--- config.mk ---
export PLATFORM = sky130hd
export DESIGN_NAME = pool_stream_unit_flat
export DESIGN_NICKNAME = d
export VERILOG_FILES = /design/src/rtl/pool_stream_unit_if.sv /design/src/rtl/pool_stream_unit.sv /design/src/flat_wrapper.sv
export SDC_FILE = /design/constraint.sdc
export NUM_CORES = 1
export LEC_CHECK = 0
export CORE_UTILIZATION = 58
export DETAILED_ROUTE_END_ITERATION = 8
export GPL_ROUTABILITY_DRIVEN = 0
export PLACE_DENSITY = 0.8
export RECOVER_POWER = 25
export SLEW_MARGIN = 5
export SYNTH_ARGS = -nofsm -noshare
export SYNTH_HDL_FRONTEND = slang
export SYNTH_SLANG_ARGS = --single-unit
--- constraint.sdc ---
create_clock -name clk -period 11.4 [get_ports clk]
set_input_delay 1.71 -clock clk [delete_from_list [all_inputs] [get_ports clk]]
set_output_delay 1.71 -clock clk [all_outputs]
set_load 0.01 [all_outputs]
--- src/rtl/pool_stream_unit_if.sv ---
// Valid/ready stream bundle used on both sides of pool_stream_unit.
// The producer drives data/valid through master; the consumer drives ready through slave.
interface pool_stream_unit_if #(
   parameter int unsigned BITWIDTH = 8
);
   logic [BITWIDTH-1:0] data;
   logic                valid;
   logic                ready;

   modport master (output data, output valid, input ready);
   modport slave  (input data, input valid, output ready);
endinterface

--- src/rtl/pool_stream_unit.sv ---
// Streaming 1-D max/average pooling over a sliding window, one result every STRIDE samples.
// Define POOL_AVG_EN to build the average path (mode=1); otherwise the result is always max.
module pool_stream_unit #(
   parameter int unsigned BITWIDTH = 8,
   parameter int unsigned WINDOW   = 4,
   parameter int unsigned STRIDE   = 4
) (
   input  logic                clk,
   input  logic                rstn,
   input  logic                clr,
   input  logic                mode,
   pool_stream_unit_if.slave   in_stream,
   pool_stream_unit_if.master  out_stream
);

   localparam int unsigned FillW  = $clog2(WINDOW + 1);
   localparam int unsigned PhaseW = (STRIDE > 1) ? $clog2(STRIDE) : 1;
   localparam logic [FillW-1:0]  FillFull  = FillW'(WINDOW);
   localparam logic [FillW-1:0]  FillLast  = FillW'(WINDOW - 1);
   localparam logic [PhaseW-1:0] PhaseLast = PhaseW'(STRIDE - 1);

   if (WINDOW < 2) begin : g_bad_window_len
      $error("pool_stream_unit: WINDOW must be at least 2");
   end
   if (STRIDE < 1 || STRIDE > WINDOW) begin : g_bad_stride
      $error("pool_stream_unit: STRIDE must be in 1..WINDOW");
   end

   logic [BITWIDTH-1:0] buf_q [WINDOW];
   logic [BITWIDTH-1:0] buf_d [WINDOW];
   logic [FillW-1:0]    fill_q, fill_d;
   logic [PhaseW-1:0]   phase_q, phase_d;
   logic                out_valid_q, out_valid_d;
   logic [BITWIDTH-1:0] out_data_q, out_data_d;
   logic                in_ready;
   logic                accept;
   logic                trigger;
   logic [BITWIDTH-1:0] max_val;
   logic [BITWIDTH-1:0] result;

   // A stalled result blocks intake, so nothing is ever dropped or overwritten.
   assign in_ready        = rstn && !clr && (!out_valid_q || out_stream.ready);
   assign in_stream.ready = in_ready;
   assign accept          = in_stream.valid && in_ready;

   assign out_stream.valid = out_valid_q;
   assign out_stream.data  = out_data_q;

   always_comb begin
      buf_d = buf_q;
      if (accept) begin
         buf_d[0] = in_stream.data;
         for (int i = 1; i < int'(WINDOW); i++) begin
            buf_d[i] = buf_q[i-1];
         end
      end
   end

   // buf_d is the window including the incoming sample; only consulted on a trigger.
   always_comb begin
      max_val = buf_d[0];
      for (int i = 1; i < int'(WINDOW); i++) begin
         if (buf_d[i] > max_val) begin
            max_val = buf_d[i];
         end
      end
   end

`ifdef POOL_AVG_EN
   localparam int unsigned LogW = $clog2(WINDOW);
   localparam int unsigned SumW = BITWIDTH + LogW;

   if ((WINDOW & (WINDOW - 1)) != 0) begin : g_bad_window_pow2
      $error("pool_stream_unit: WINDOW must be a power of two with POOL_AVG_EN");
   end

   logic [SumW-1:0] sum;
   logic [SumW-1:0] avg_full;

   always_comb begin
      sum = '0;
      for (int i = 0; i < int'(WINDOW); i++) begin
         sum = sum + SumW'(buf_d[i]);
      end
   end

   assign avg_full = sum >> LogW;
   assign result   = mode ? avg_full[BITWIDTH-1:0] : max_val;
`else
   logic unused_mode;
   assign unused_mode = mode;
   assign result      = max_val;
`endif

   // The fill-completing sample emits first, then every STRIDE-th accepted sample.
   always_comb begin
      fill_d  = fill_q;
      phase_d = phase_q;
      trigger = 1'b0;
      if (clr) begin
         fill_d  = '0;
         phase_d = '0;
      end else if (accept) begin
         if (fill_q == FillLast) begin
            fill_d  = FillFull;
            phase_d = '0;
            trigger = 1'b1;
         end else if (fill_q == FillFull) begin
            if (phase_q == PhaseLast) begin
               phase_d = '0;
               trigger = 1'b1;
            end else begin
               phase_d = phase_q + 1'b1;
            end
         end else begin
            fill_d = fill_q + 1'b1;
         end
      end
   end

   always_comb begin
      out_valid_d = out_valid_q;
      out_data_d  = out_data_q;
      if (trigger) begin
         out_valid_d = 1'b1;
         out_data_d  = result;
      end else if (out_valid_q && out_stream.ready) begin
         out_valid_d = 1'b0;
      end
   end

   always_ff @(posedge clk) begin
      if (!rstn) begin
         buf_q       <= '{default: '0};
         fill_q      <= '0;
         phase_q     <= '0;
         out_valid_q <= 1'b0;
         out_data_q  <= '0;
      end else begin
         buf_q       <= buf_d;
         fill_q      <= fill_d;
         phase_q     <= phase_d;
         out_valid_q <= out_valid_d;
         out_data_q  <= out_data_d;
      end
   end

endmodule

--- src/flat_wrapper.sv ---
// flat-port wrapper written by rule: the top's interface ports become plain ports
module pool_stream_unit_flat 
#(
   parameter int unsigned BITWIDTH = 8,
   parameter int unsigned WINDOW   = 4,
   parameter int unsigned STRIDE   = 4
)
  (clk, rstn, clr, mode, in_stream_data, in_stream_valid, in_stream_ready, out_stream_data, out_stream_valid, out_stream_ready);
  pool_stream_unit_if #(.BITWIDTH(BITWIDTH)) in_stream_i ();
  pool_stream_unit_if #(.BITWIDTH(BITWIDTH)) out_stream_i ();
  input  logic clk;
  input  logic rstn;
  input  logic clr;
  input  logic mode;
  input wire logic [$bits(in_stream_i.data)-1:0] in_stream_data;
  input wire logic [$bits(in_stream_i.valid)-1:0] in_stream_valid;
  output wire logic [$bits(in_stream_i.ready)-1:0] in_stream_ready;
  output wire logic [$bits(out_stream_i.data)-1:0] out_stream_data;
  output wire logic [$bits(out_stream_i.valid)-1:0] out_stream_valid;
  input wire logic [$bits(out_stream_i.ready)-1:0] out_stream_ready;
  assign in_stream_i.data = in_stream_data;
  assign in_stream_i.valid = in_stream_valid;
  assign in_stream_ready = in_stream_i.ready;
  assign out_stream_data = out_stream_i.data;
  assign out_stream_valid = out_stream_i.valid;
  assign out_stream_i.ready = out_stream_ready;
  pool_stream_unit #(.BITWIDTH(BITWIDTH), .WINDOW(WINDOW), .STRIDE(STRIDE)) u_core (.clk(clk), .rstn(rstn), .clr(clr), .mode(mode), .in_stream(in_stream_i), .out_stream(out_stream_i));
endmodule
==> metrics.md <==
| Metric | Value |
|---|---|
| Hold Vio Cnt, Final | `0` |
| CTS tree | `built` |
| Crit path launch type | `primary input` |
| Max-cap violations | `0` |
| Antenna violations before repair | `0` |
| H-tree Lvls | `2` |
| Worst-case clock skew | `roughly 0.01 ns` |
| DRT Pass-1 Iters | `4` |
| Power, Total | `a little under 0.4 mW` |
| Worst slew margin | `under 10%` |
| Gate Count Post-Synth | `345` |
| Layout cells sized above 1 | `7.14%` |
| Fill count | `slightly above 400` |
| Via Count | `2521` |
| Switching Power | `just over 0.1 mW` |
| # setup viols final | `0` |
| Slew Viols, Final | `0` |
| DP HPWL | `~4.6 mm` |
| Final Util | `between 60% and 70%` |
| Skew-Pair Late Insertion Delay | `~0.3 ns` |
| Simple-gate share of the synthesized area | `between 20% and 30%` |
| Largest net degree at the start of global routing | `38` |
| Avg WL per Cell | `14.7 um` |
| Post-CTS Hold Fix Bufs | `0` |
| Core Rows | `25` |
| M2 GR Usage | `45.3%` |
| Clock-pin slew on the worst setup and hold paths | `approximately 0.090 ns` |
| ANT cells | `0` |
| RSZ-0062 raised after global routing | `false` |
| Period utilisation layout | `about 87%` |
| Pleak | `1.53 nW` |
| Die Y-Extent | `around 74 um` |
| Routed WL | `6.32 mm` |
| WP data arrival | `roughly 10 ns` |
| Worst vdd ir | `around 0.072 mV` |
| DRT iter0 DRCs | `~110` |
| Worst slew pin tran | `roughly 1.4 ns` |
| Clock share of power | `around 37%` |
| Hold path start | `u_core.out_stream.data[1]$_SDFFE_PN0P_` |
| Die area | `~0.0054 mm^2` |
| Post-synthesis cell type count | `54` |
| Most utilized layer in the global route result | `met2` |
| Number of buffers created by CTS | `5` |
| GRT Util Overall | `about a quarter` |
| Sequential share of power | `41.2%` |
| Worst r2r dst | `u_core.out_stream.data[5]$_SDFFE_PN0P_` |
| Min Clock Period, post-route | `a little under 10 ns` |
| Clock sinks | `46` |
| Sw Share | `roughly a quarter` |
| Final Cell Area | `roughly 0.0034 mm^2` |
| Worst hold stages | `2` |
| Core area | `approximately 0.0048 mm^2` |
| Mapped Avg Cell Area | `8.64 um^2` |
| Worst Path Required | `11.63 ns` |
| Reg2reg setup slack | `between 3 and 4 ns` |
| Area Growth Syn to Fin | `12.9%` |
| Nets | `around 400` |
| Number of flops mapped to enable cells by yosys | `0` |
| Syn_nets | `384` |
| Cell area after synthesis | `~0.0030 mm^2` |
| Critical path class | `primary input to flop` |
| Post-synth ARST share | `0%` |
| Critical-path top delay cell | `a21oi_1` |
| # IOs | `24` |
| Number of global-route vias before repair | `about 2300` |
| Logic gate share of total power | `between 20% and 30%` |
| Max Freq | `0.101 GHz` |
| CTS root buf | `clkbuf_8` |
| GR Util met3 | `under 10%` |
| Worst reg2reg startpoint | `u_core.out_stream.valid$_SDFFE_PN0P_` |
| Setup crit end | `u_core.out_stream.data[5]$_SDFFE_PN0P_` |
| CP peak stage delay | `about 0.69 ns` |
| Reg2reg path depth | `28` |
| Main synth FF type | `dfxtp_1` |
| Post-synthesis adder-cell area fraction | `between 10% and 20%` |
| DRC Markers | `0` |
| Pre-CTS setup slack | `between 1 and 1.5 ns` |
| CP Launch Point | `rstn` |
| Mux share of post-synthesis cell area | `about an eighth` |
| Largest family of logic cells by synthesized area | `simple AND/OR/NAND/NOR gates` |
| Post-route setup slack | `roughly 1.5 ns` |
| Postcts setup bufs | `0` |
| # port buffers | `22` |
| Global route total overflow | `0` |
| Setup_tns | `0 ns` |
| Synth top area share | `between 30% and 40%` |
| Min-Delay Path Class | `flop to flop` |
| P per Cell Area | `117 mW/mm^2` |
| Routed Antenna Nets | `0` |
| Initial Util | `about 61%` |
| Synthesized flop and latch total | `46` |
| Area leader, netlist | `dfxtp_1` |
| Max Root-Sink Buffers | `2` |
| DP Area | `around 0.0032 mm^2` |
| Power Internal | `between 0.2 and 0.3 mW` |
| XOR/XNOR Fraction of Synth Area | `less than 1%` |
| Synth warn | `0` |
| Vias per std cell | `about 6` |
| Sequential share of the synthesized area | `between 30% and 40%` |
| Global-route wire length before repair | `about 10 mm` |
| Complex-gate fraction of the synthesized area | `around 17%` |
| Crit Path Max Fanout | `37` |
| Die X | `roughly 74 um` |
| Synth top area cells | `dfxtp_1 (31%), ha_1 (10%), mux2i_1 (10%), nor2b_1 (6.7%), inv_1 (3.3%)` |
| Status | `finished clean` |
| Crit. End Element | `flop` |
| Met1 Use GR | `a little under a third` |
| Post-cts resize count | `0` |
## layer usage
layer,part of all wire (%),vias up
met5,0,-
met4,1.5,0
met3,4.1,9
met2,49,58
met1,46,1195
li1,-,1259
## state kept, by name, indices dropped and copies added (netlist names)
name,flops
u_core.out_stream.valid,1
u_core.phase_q,2
u_core.fill_q,3
u_core.buf_q,32
u_core.out_stream.data,8
## power by group through the flow
stage / registers [mW] / logic [mW] / clock network [mW]
after floorplan: 0.166 / 0.0660 / 0
after global placement: 0.167 / 0.0810 / 0
after detailed placement: 0.167 / 0.0832 / 0
after CTS: 0.163 / 0.0841 / 0.150
after global routing: 0.163 / 0.0943 / 0.156
final: 0.163 / 0.0845 / 0.148
## critical path, delay by kind of cell
family	cells	cell delay [ns]
simple gates	11	2.71
compound gates	10	2.70
buf+inv	4	1.31
fa+ha+maj	3	0.91
mux	2	0.79
## cells by family (layout without fill, tap and decap cells)
group | count (synthesis) | in the layout
simple gates | 126 | 126
xor+xnor | 1 | 1
compound gates | 70 | 70
flops | 46 | 46
mux | 37 | 37
fa+ha+maj | 25 | 25
buf+inv | 40 | 59
## cell usage after synthesis, types with 3 or more instances
cell,number
or4_1,8
o21ai_1,4
o21ai_0,15
buf_4,3
mux2_2,6
nand2_1,19
o21a_1,5
inv_1,26
nand3_1,19
ha_1,25
nor2_1,26
mux2i_1,30
dfxtp_1,46
a21boi_0,3
clkbuf_1,7
nand2b_1,3
a31oi_1,3
a21oi_1,16
a21o_1,7
nor2b_1,32
## area by class of cell
cell class,count,area [um^2],share of cell area (%)
Multi-Input combinational cell,259,1880,55.9
Timing Repair Buffer,25,239,7.10
Clock buffer,6,82.6,2.45
Sequential cell,46,921,27.4
Tap cell,67,83.8,2.49
Clock inverter,2,60.1,1.78
Inverter,26,97.6,2.90
## layout by cell type (no fill, tap or decap), types with 2 or more instances in the layout
cell type	count
or3_1	2
o21a_1	5
dlygate4sd3_1	10
o21bai_1	2
clkdlybuf4s50_1	12
nand4_1	2
and4_1	2
ha_1	25
or4_1	8
a21oi_1	16
nor3b_1	2
o21ai_0	15
nand2_1	19
a31oi_1	3
inv_1	26
clkbuf_8	6
a21boi_0	3
a21o_1	7
o21ai_1	4
o211ai_1	2
nand3_1	20
buf_4	2
mux2i_1	30
bufinv_16	2
and3_1	2
mux2_2	6
nor2_1	26
nand2b_1	3
nor2b_1	32
dfxtp_1	46
## through the flow
step / instances / hold WS, ns
after floorplan: 345 / 0.436
after global placement: 423 / 0.446
after detailed placement: 423 / 0.452
after CTS: 431 / 0.464
after global routing: 431 / 0.483
final: 431 / 0.460
## worst min-delay path by stage
stage                                                  end  slack, ns
finish              u_core.out_stream.data[1]$_SDFFE_PN0P_       0.46
CTS                         u_core.phase_q[1]$_SDFFE_PP0P_       0.46
global route                u_core.phase_q[1]$_SDFFE_PP0P_       0.48
global placement            u_core.phase_q[1]$_SDFFE_PP0P_       0.45
floorplan                   u_core.phase_q[1]$_SDFFE_PP0P_       0.44
detailed placement          u_core.phase_q[1]$_SDFFE_PP0P_       0.45
No activity file was read; power rests on OpenSTA's default activity.
